### src/rtl/microprogram_sequencer_pkg.sv
// Shared constants for the microprogram sequencer: state width, reset state,
// next-state (N-field) and condition-select (S-field) encodings.
package microprogram_sequencer_pkg;

  // Width of the microstore state address.
  localparam int STATE_W = 7;

  // State loaded by reset.
  localparam logic [STATE_W-1:0] RESET_STATE = 7'd0;

  // Next-state select codes carried in the microstore N field.
  typedef enum logic [2:0] {
    NS_DECODE = 3'b000,  // go to instruction decoder entry state
    NS_INC    = 3'b001,  // sequential step
    NS_JUMP   = 3'b010,  // unconditional branch to literal
    NS_CBR    = 3'b011,  // conditional branch to literal, else step
    NS_CDEC   = 3'b100,  // conditional branch to literal, else decode
    NS_WAIT   = 3'b101,  // hold until condition, then step
    NS_CALL   = 3'b110,  // branch to literal, remember return point
    NS_RET    = 3'b111   // return to remembered point
  } ns_code_e;

  // Condition select codes carried in the microstore S field.
  typedef enum logic [1:0] {
    CS_MOC  = 2'b00,  // memory operation complete
    CS_ZERO = 2'b01,  // ALU zero flag
    CS_COND = 2'b10,  // branch condition result
    CS_ONE  = 2'b11   // constant true
  } cs_code_e;

endpackage : microprogram_sequencer_pkg

### src/rtl/microprogram_sequencer_condition_selector.sv
// Combinational condition selector: picks one status bit by the S field and
// optionally inverts it, producing the branch/wait condition c.
module condition_selector
  import microprogram_sequencer_pkg::*;
(
  input  logic [1:0] sField,
  input  logic       invField,
  input  logic       moc,
  input  logic       zero,
  input  logic       cond,
  output logic       c
);

  logic sel_w;

  // Select the raw status bit; an unknown select yields a false condition.
  always_comb begin
    sel_w = 1'b0;
    case (sField)
      CS_MOC:  sel_w = moc;
      CS_ZERO: sel_w = zero;
      CS_COND: sel_w = cond;
      CS_ONE:  sel_w = 1'b1;
      default: sel_w = 1'b0;
    endcase
  end

  // Apply the invert bit; an unknown invert bit passes the raw condition.
  always_comb begin
    if (invField) begin
      c = ~sel_w;
    end else begin
      c = sel_w;
    end
  end

endmodule : condition_selector

### src/rtl/microprogram_sequencer.sv
// Microprogram sequencer: computes and registers the next microstore state
// from the microstore control fields and datapath status. Holds a one-entry
// return register for CALL/RET and a timeout counter that forces a fault
// state when a WAIT holds too long.
module microprogram_sequencer
  import microprogram_sequencer_pkg::*;
#(
  parameter int                 STATE_W     = microprogram_sequencer_pkg::STATE_W,
  parameter int                 MOC_TIMEOUT = 16,
  parameter logic [STATE_W-1:0] FAULT_STATE = {STATE_W{1'b1}}
) (
  input  logic               clk,
  input  logic               reset,
  input  logic [2:0]         nField,
  input  logic [1:0]         sField,
  input  logic               invField,
  input  logic [STATE_W-1:0] crField,
  input  logic [STATE_W-1:0] encoderState,
  input  logic               moc,
  input  logic               zero,
  input  logic               cond,
  output logic [STATE_W-1:0] currentState,
  output logic               waiting,
  output logic               fault
);

  // Counter wide enough to hold 0 .. MOC_TIMEOUT-1.
  localparam int CNT_W = (MOC_TIMEOUT > 2) ? $clog2(MOC_TIMEOUT) : 1;
  localparam logic [CNT_W-1:0] CNT_LAST = CNT_W'(MOC_TIMEOUT - 1);
  localparam logic [CNT_W-1:0] CNT_ONE  = CNT_W'(1);
  localparam logic [STATE_W-1:0] STATE_ONE = STATE_W'(1);
  localparam logic [STATE_W-1:0] STATE_RST = STATE_W'(RESET_STATE);

  logic               c_w;
  logic [STATE_W-1:0] inc_state_w;

  logic [STATE_W-1:0] state_q, state_d;
  logic [STATE_W-1:0] ret_q,   ret_d;
  logic [CNT_W-1:0]   wait_cnt_q, wait_cnt_d;
  logic               fault_q, fault_d;

  condition_selector u_cond_sel (
    .sField   (sField),
    .invField (invField),
    .moc      (moc),
    .zero     (zero),
    .cond     (cond),
    .c        (c_w)
  );

  // Sequential successor; natural wrap at the top of the state space.
  assign inc_state_w = state_q + STATE_ONE;

  // Next-state mux, return register update and wait-timeout bookkeeping.
  // Anything other than a holding WAIT clears the timeout counter; an unknown
  // N field falls to the default arm and behaves like INC.
  always_comb begin
    state_d    = inc_state_w;
    ret_d      = ret_q;
    wait_cnt_d = '0;
    fault_d    = 1'b0;
    case (nField)
      NS_DECODE: state_d = encoderState;
      NS_INC:    state_d = inc_state_w;
      NS_JUMP:   state_d = crField;
      NS_CBR: begin
        if (c_w) begin
          state_d = crField;
        end else begin
          state_d = inc_state_w;
        end
      end
      NS_CDEC: begin
        if (c_w) begin
          state_d = crField;
        end else begin
          state_d = encoderState;
        end
      end
      NS_WAIT: begin
        if (c_w) begin
          // Condition satisfied: advance, even on the would-be timeout cycle.
          state_d = inc_state_w;
        end else if (wait_cnt_q == CNT_LAST) begin
          // Held too long: escape to the fault handler.
          state_d = FAULT_STATE;
          fault_d = 1'b1;
        end else begin
          state_d    = state_q;
          wait_cnt_d = wait_cnt_q + CNT_ONE;
        end
      end
      NS_CALL: begin
        state_d = crField;
        ret_d   = inc_state_w;
      end
      NS_RET:  state_d = ret_q;
      default: state_d = inc_state_w;
    endcase
  end

  // State, return register, timeout counter and fault pulse registers.
  always_ff @(posedge clk or posedge reset) begin
    if (reset) begin
      state_q    <= STATE_RST;
      ret_q      <= STATE_RST;
      wait_cnt_q <= '0;
      fault_q    <= 1'b0;
    end else begin
      state_q    <= state_d;
      ret_q      <= ret_d;
      wait_cnt_q <= wait_cnt_d;
      fault_q    <= fault_d;
    end
  end

  assign currentState = state_q;
  assign fault        = fault_q;

  // Unsatisfied wait in the current cycle; forced low while in reset.
  assign waiting = (nField == NS_WAIT) & ~c_w & ~reset;

endmodule : microprogram_sequencer

### config.mk
export PLATFORM = sky130hd
export DESIGN_NAME = microprogram_sequencer
export DESIGN_NICKNAME = d
export VERILOG_FILES = /design/src/rtl/microprogram_sequencer_pkg.sv /design/src/rtl/microprogram_sequencer_condition_selector.sv /design/src/rtl/microprogram_sequencer.sv
export SDC_FILE = /design/constraint.sdc
export NUM_CORES = 1
export LEC_CHECK = 0
export ABC_AREA = 1
export CORE_ASPECT_RATIO = 0.9
export CORE_MARGIN = 5
export CORE_UTILIZATION = 50
export DETAILED_ROUTE_END_ITERATION = 7
export PLACE_DENSITY_LB_ADDON = 0.25
export SYNTH_ARGS = -nofsm -noshare
export SYNTH_HDL_FRONTEND = slang
export SYNTH_SLANG_ARGS = --single-unit
### constraint.sdc
create_clock -name clk -period 1.75 [get_ports clk]
set_clock_uncertainty 0.15 [all_clocks]
set_input_delay 0.35 -clock clk [delete_from_list [all_inputs] [get_ports clk]]
set_output_delay 0.35 -clock clk [all_outputs]
set_load 0.01 [all_outputs]
==> results.md <==
- Status: finished clean
- Final slew viol count: 0
- Most common flop cell mapped by yosys: dfrtp_1
- Die ar.: 4100 um^2
- Worst rel slew slack: 0.801
- Worst-Skew Late Latency: 0.30 ns
- N_diodes: 0
- Layout area overhead: 45.9%
- Seq cells post-synth: 19
- Ranking of synthesized cells by area: dfrtp_1 (33%), nand2_1 (23%), nand3_1 (11%)
- Final setup fails: 0
- Cts hold-fix bufs: 0
- Share of the synthesized area in the top cell type: 0.326
- Routed vias: 1,710
- Antenna viol nets, final: 0
- Worst Path Arrival: 1.21 ns
- CTS tree: yes
- Htree depth: 1
- Achievable Freq: 584 MHz
- DRT iter0 DRCs: 144
- Cells after Synth: 235
- Clock sink count: 19
- Layout cell share with drive strength beyond 1: 0.204
- Global-route usage over all layers: 0.210
- Hpwl dp: 3.13 mm
- Initial Util: 0.526
- Area leader, netlist: dfrtp_1
- Async S/R FF share, synth: 1.00
- I/O pin cnt: 34
- Cell Rows: 18
- Vias per cell: 5.04
- Worst path slowest cell: clkdlybuf4s50_1
- Area of the multi-input gates: 926 um^2
- CP Max Fanout: 2
- Min cycle time layout: 1.71 ns
- Largest stage delay, worst path: 0.55 ns
- Sequential element share of the synthesized area: 0.326
- Cell Chain, Critical Path: clkdlybuf4s50_1
- Chip width: 66.9 um
- Synth Area per Inst: 6.20 um^2
- Mapped cell area: 1460 um^2
- Crit-path leading delay family: buffers and inverters
- Layout fillers: 236
- Crit. End Element: output pin
- DRC: 0
- Initial antenna violation count: 0
- Number of port buffers: 33
- GR Overflow Total: 0
- Max_cap viols: 0
- Root buf cell: clkbuf_4
- Post-Place Cells: 328
- Worst-Margin Slew: 0.297 ns
- Max Buffers Root-to-Sink: 2
- CORE AREA: 2770 um^2
- RSZ-0062 raised after global routing: true
- Commonest cells in the netlist: nand2_1 (89), nand3_1 (33), inv_1 (29), nor2_1 (21), dfrtp_1 (19)
- Critical Path RT: 1.25 ns
- CP Launch Type: flip-flop
- Wirelength per Cell: 12.0 um
- Critical path class: reg -> out
- WL final: 4.05 mm
- Setup TNS: 0 ns
- Most numerous cell in the Yosys netlist: nand2_1
- Pwr/cell area: 672 nW/um^2
- Hold crit path type: in -> async
- Worst-path clk slew: 0.13 ns
- Final hold viol count: 0
- Gpl congestion: 0.864
- Pleak: 0.00112 uW
- Period utilization: 0.979
- Syn_nets: 262
- EDFF count, synth: 0
- Total CTS buffers: 3
- Max rail drop VDD: 0.000376 V
- CP Buf/Inv Count: 1
- Largest net degree at the start of global routing: 20
- Layout Cells excl Fill: 339
- Post-synth cell types: 21
- Global-route wire length before repair: 6.69 mm
- Synth Warn #: 0
- Register Area: 477 um^2
- Detailed Routing Iterations Pass 1: 4
- Chip Height: 61.2 um
- Vias in the first global route: 1,593
- Power, Total: 1430 uW
- # nets final: 327
[cell families after synthesis]
group | synth area share
simple gates | 0.457
fa+ha+maj | 0.0172
buf+inv | 0.0953
compound gates | 0.0807
flops | 0.326
xor+xnor | 0.0240
[placed cells by master, fill, tap and decap left out, types with 2 or more instances in the layout]
cell / count
nand3_2: 2
xnor2_1: 2
dlygate4sd2_1: 10
dfrtp_1: 18
nand2_1: 83
clkdlybuf4s50_1: 19
nand2_2: 7
buf_2: 2
clkbuf_4: 3
inv_2: 6
buf_4: 29
nor2_1: 19
inv_1: 27
xor2_1: 2
nor3_1: 3
nand3_1: 31
o211ai_1: 3
o21ai_0: 14
a22oi_1: 2
nand3_4: 3
[metal layers]
layer | vias up | share of wire | track usage | wire length (um)
met5 | - | 0 | 0 | 0
met4 | 0 | 0.014 | 0.0838 | 56
met3 | 6 | 0.064 | 0.0255 | 259
met2 | 60 | 0.48 | 0.345 | 1930
met1 | 770 | 0.44 | 0.285 | 1800
li1 | 874 | - | - | -
[state kept, by name (all words and copies together) (netlist names)]
name / flops
fault: 1
ret_q: 7
wait_cnt_q: 4
currentState: 7
[final timing paths]
check	from	to	slack [ns]	depth (start not counted)
max	currentState[3]	currentState[3]	0.04	1
min	reset	currentState[2]	0.24	3
max reg2reg	currentState[1]	currentState[6]	0.14	12
min reg2reg	wait_cnt_q[0]	wait_cnt_q[0]	0.33	1
max in group asynchronous	reset	currentState[2]	0.99	3
min in group clk	wait_cnt_q[0]	wait_cnt_q[0]	0.33	1
[worst reg2reg max path: stages (launching register included)]
cell and delay, ns:
dfrtp_1 0.42, ha_4 0.16, nand2_1 0.09, nor2_2 0.12, nand2_1 0.06, nand2_1 0.07, nand2_2 0.06, nand2_1 0.05
nand2_1 0.04, nor2_1 0.09, nand3_1 0.08, nand2_1 0.06, nand2_1 0.05
[final cells by class]
class / instances / share of cell area
Timing Repair Buffer: 62 / 0.246
Tap cell: 40 / 0.0235
Multi-Input combinational cell: 181 / 0.435
Sequential cell: 19 / 0.224
Inverter: 33 / 0.0582
Clock buffer: 3 / 0.0106
Clock inverter: 1 / 0.00235
[stage by stage]
| stage | setup WS [ns] | area [um^2] | hold slack [ns] | util |
|---|---|---|---|---|
| 5_1_grt | -0.0596 | 2130 | 0.282 | 0.768 |
| 2_1_floorplan | 0.113 | 1460 | 0.151 | - |
| 6_report | 0.0369 | 2130 | 0.239 | 0.768 |
| 4_1_cts | 0.00342 | 2060 | 0.259 | 0.744 |
| 3_3_place_gp | -0.625 | 1990 | 0.297 | 0.718 |
| 3_5_place_dp | -0.646 | 1990 | 0.308 | 0.718 |
[where the power goes]
| part | total [uW] | switching, uW | internal, uW |
|---|---|---|---|
| Clock | 238 | 153 | 85.1 |
| Combinational | 633 | 337 | 296 |
| Sequential | 558 | 43.7 | 514 |
| Total | 1430 | 534 | 895 |
[timing repair]
action / CTS / global route
pin swaps: 9 / 3
resized for setup: 28 / 16
setup buffers: 6 / 1
endpoints found under the setup margin: 17 / 9
Power figures use the tool's default switching activity.
==> RTL edit: new RTL, same settings <==
Change the parameter `MOC_TIMEOUT` from 16 to 32.
--- a/src/rtl/microprogram_sequencer.sv
+++ b/src/rtl/microprogram_sequencer.sv
@@ -7,5 +7,5 @@
 #(
   parameter int                 STATE_W     = microprogram_sequencer_pkg::STATE_W,
-  parameter int                 MOC_TIMEOUT = 16,
+  parameter int                 MOC_TIMEOUT = 32,
   parameter logic [STATE_W-1:0] FAULT_STATE = {STATE_W{1'b1}}
 ) (
Formal check against the unedited RTL: no difference found for any inputs over 10 cycles, from zero or initial values and one cycle with reset high; that may be too few to reach the edited logic, so the function may still have changed.
==> RTL edit against the unedited design <==
  * Global-route usage grew 0.67 points
  * Final area rose by 6.6%
  * Setup slack improved by 0.0068 ns
  * Routed wire length is 10% higher
  * Area after synthesis increased by 4.0%
  * Fmax up 0.40%
  * Register-to-register slack lost 0.09 ns
  * Power up 8.1%
  * Sequential cell count increased by 1
  * Largest cell class unchanged
  * Highest routed layer unchanged
==> RTL edit: results (changes against the unedited design) <==
| Metric | Value |
|---|---|
| Lkg Pwr | 0.00119 uW (+6.1%) |
| Post-DP HPWL | 3310 um (+5.7%) |
| Share of cells above drive strength 1 | 25.7% (+5.3 points) |
| Seq pwr share | 38.1% (-0.9 points) |
| Sequential fraction of the synthesis area | 33.0% (+0.39 points) |
| Pin slew with the least headroom to its limit | 0.301 ns (+0.00396 ns) |
| Clock root cell | clkbuf_4 |
| GP Congestion | 0.969 (+12%) |
| Drt total wl | 4460 um (+10%) |
| Synth cell types | 26 (+24%) |
| Post-layout min period | 1.71 ns (-0.00684 ns) |
| Via count | 1,806 (+5.6%) |
| Number of global-route vias before repair | 1,613 (+1.3%) |
| Pre-CTS WS | -0.633 ns (+0.0133 ns) |
| Status | complete, no violations |
| Sw frac | 36.4% (-0.95 points) |
| Max incr delay on CP | 0.53 ns (-0.02 ns) |
| Routed vias/inst | 5.23 (+3.8%) |
| FF-to-FF Start | currentState[0] |
| Syn Area/Cell | 6.45 um^2 (+4.0%) |
| Worst skew pair latency | 0.30 ns (about the same) |
| Largest net degree at the start of global routing | 21 (+5.0%) |
| Fin nets | 332 (+1.5%) |
| Critical path startpoint | currentState[6] |
| Reg-to-reg endpoint | currentState[2] |
| R2r setup slk | 0.05 ns (-0.09 ns) |
| Hold Slack | 0.316 ns (+0.0774 ns) |
| Maximum vdd drop | 0.000326 V (-13%) |
| First-pass GRT wire length | 7210 um (+7.7%) |
| CP max FO | 2 (unchanged) |
| Diode count | 0 (unchanged) |
| H-Tree Depth | 1 (unchanged) |
| Comb pwr share | 44.0% (-0.3 points) |
| Commonest cells post-synth | 88 x nand2_1, 34 x nand3_1, 24 x inv_1, 20 x dfrtp_1, 19 x nor2_1 |
| DRT iter0 DRCs | 73 (-49%) |
| Gr usage total | 21.7% (+0.67 points) |
| Synth Net Count | 263 (+0.38%) |
| Antenna Nets Post-Route | 0 (unchanged) |
| Cells on worst reg2reg path | 10 (-2) |
| Synth top area cells | dfrtp_1 33%, nand2_1 22%, nand3_1 11%, inv_1 5.9%, nor2_1 4.7% |
-- RTL edit: cell count changes in the layout (fill, tap and decap cells not counted), sizes merged, moves of 2 or more --
cell | before | now
inv | 33 | 30
dlygate4sd2 | 10 | 12
clkdlybuf4s50 | 19 | 17
buf | 31 | 33
a22oi | 2 | 4
o21ai | 16 | 14
-- RTL edit: stage by stage --
stage,cell area [um^2],total power [uW]
after floorplan,1520,911
after global placement,2050,1160
after detailed placement,2050,1180
after CTS,2180,1490
after global routing,2270,1650
final,2270,1540
-- RTL edit: metal layers --
metal | vias to the layer above | global-route usage [%] | part of all wire [%]
met3 | 10 | 2.16 | 6.8
met1 | 830 | 30.3 | 41
met5 | - | 0 | 0
met4 | 0 | 5.21 | 1.5
li1 | 892 | - | -
met2 | 74 | 35.3 | 50
-- RTL edit: timing repair --
action | 4_1_cts | 5_1_grt
setup buffers | 8 | 1
gates resized for setup | 32 | 23
endpoints found under the setup margin | 16 | 11
gates cloned | 1 | 0
hold endpoints to repair | 0 | 0
pin swaps | 7 | 12
-- RTL edit: logic make-up (layout without fill, tap and decap cells) --
family	after synthesis	in the layout	share of synthesized area, %
adder cells (fa/ha/maj)	3	3	2.48
XOR/XNOR	4	4	2.31
flip-flops	20	20	33.0
buffers and inverters	33	100	8.99
AND/OR/NAND/NOR	154	155	45.1
AO/OA/AOI/OAI	21	21	8.17
-- RTL edit: area by class of cell --
cell class,count,area (um^2)
multi-input combinational,183,990
fill,241,727
timing repair buffer,65,567
sequential,20,503
inverter,31,120
tap,42,52.6
clock buffer,4,36.3
-- RTL edit: how the worst max path moves through the flow --
stage / to / cells past startpoint
2_1_floorplan: currentState[0] / 9
3_3_place_gp: waiting / 8
3_5_place_dp: waiting / 8
4_1_cts: waiting / 9
5_1_grt: currentState[1] / 13
6_report: currentState[6] / 1
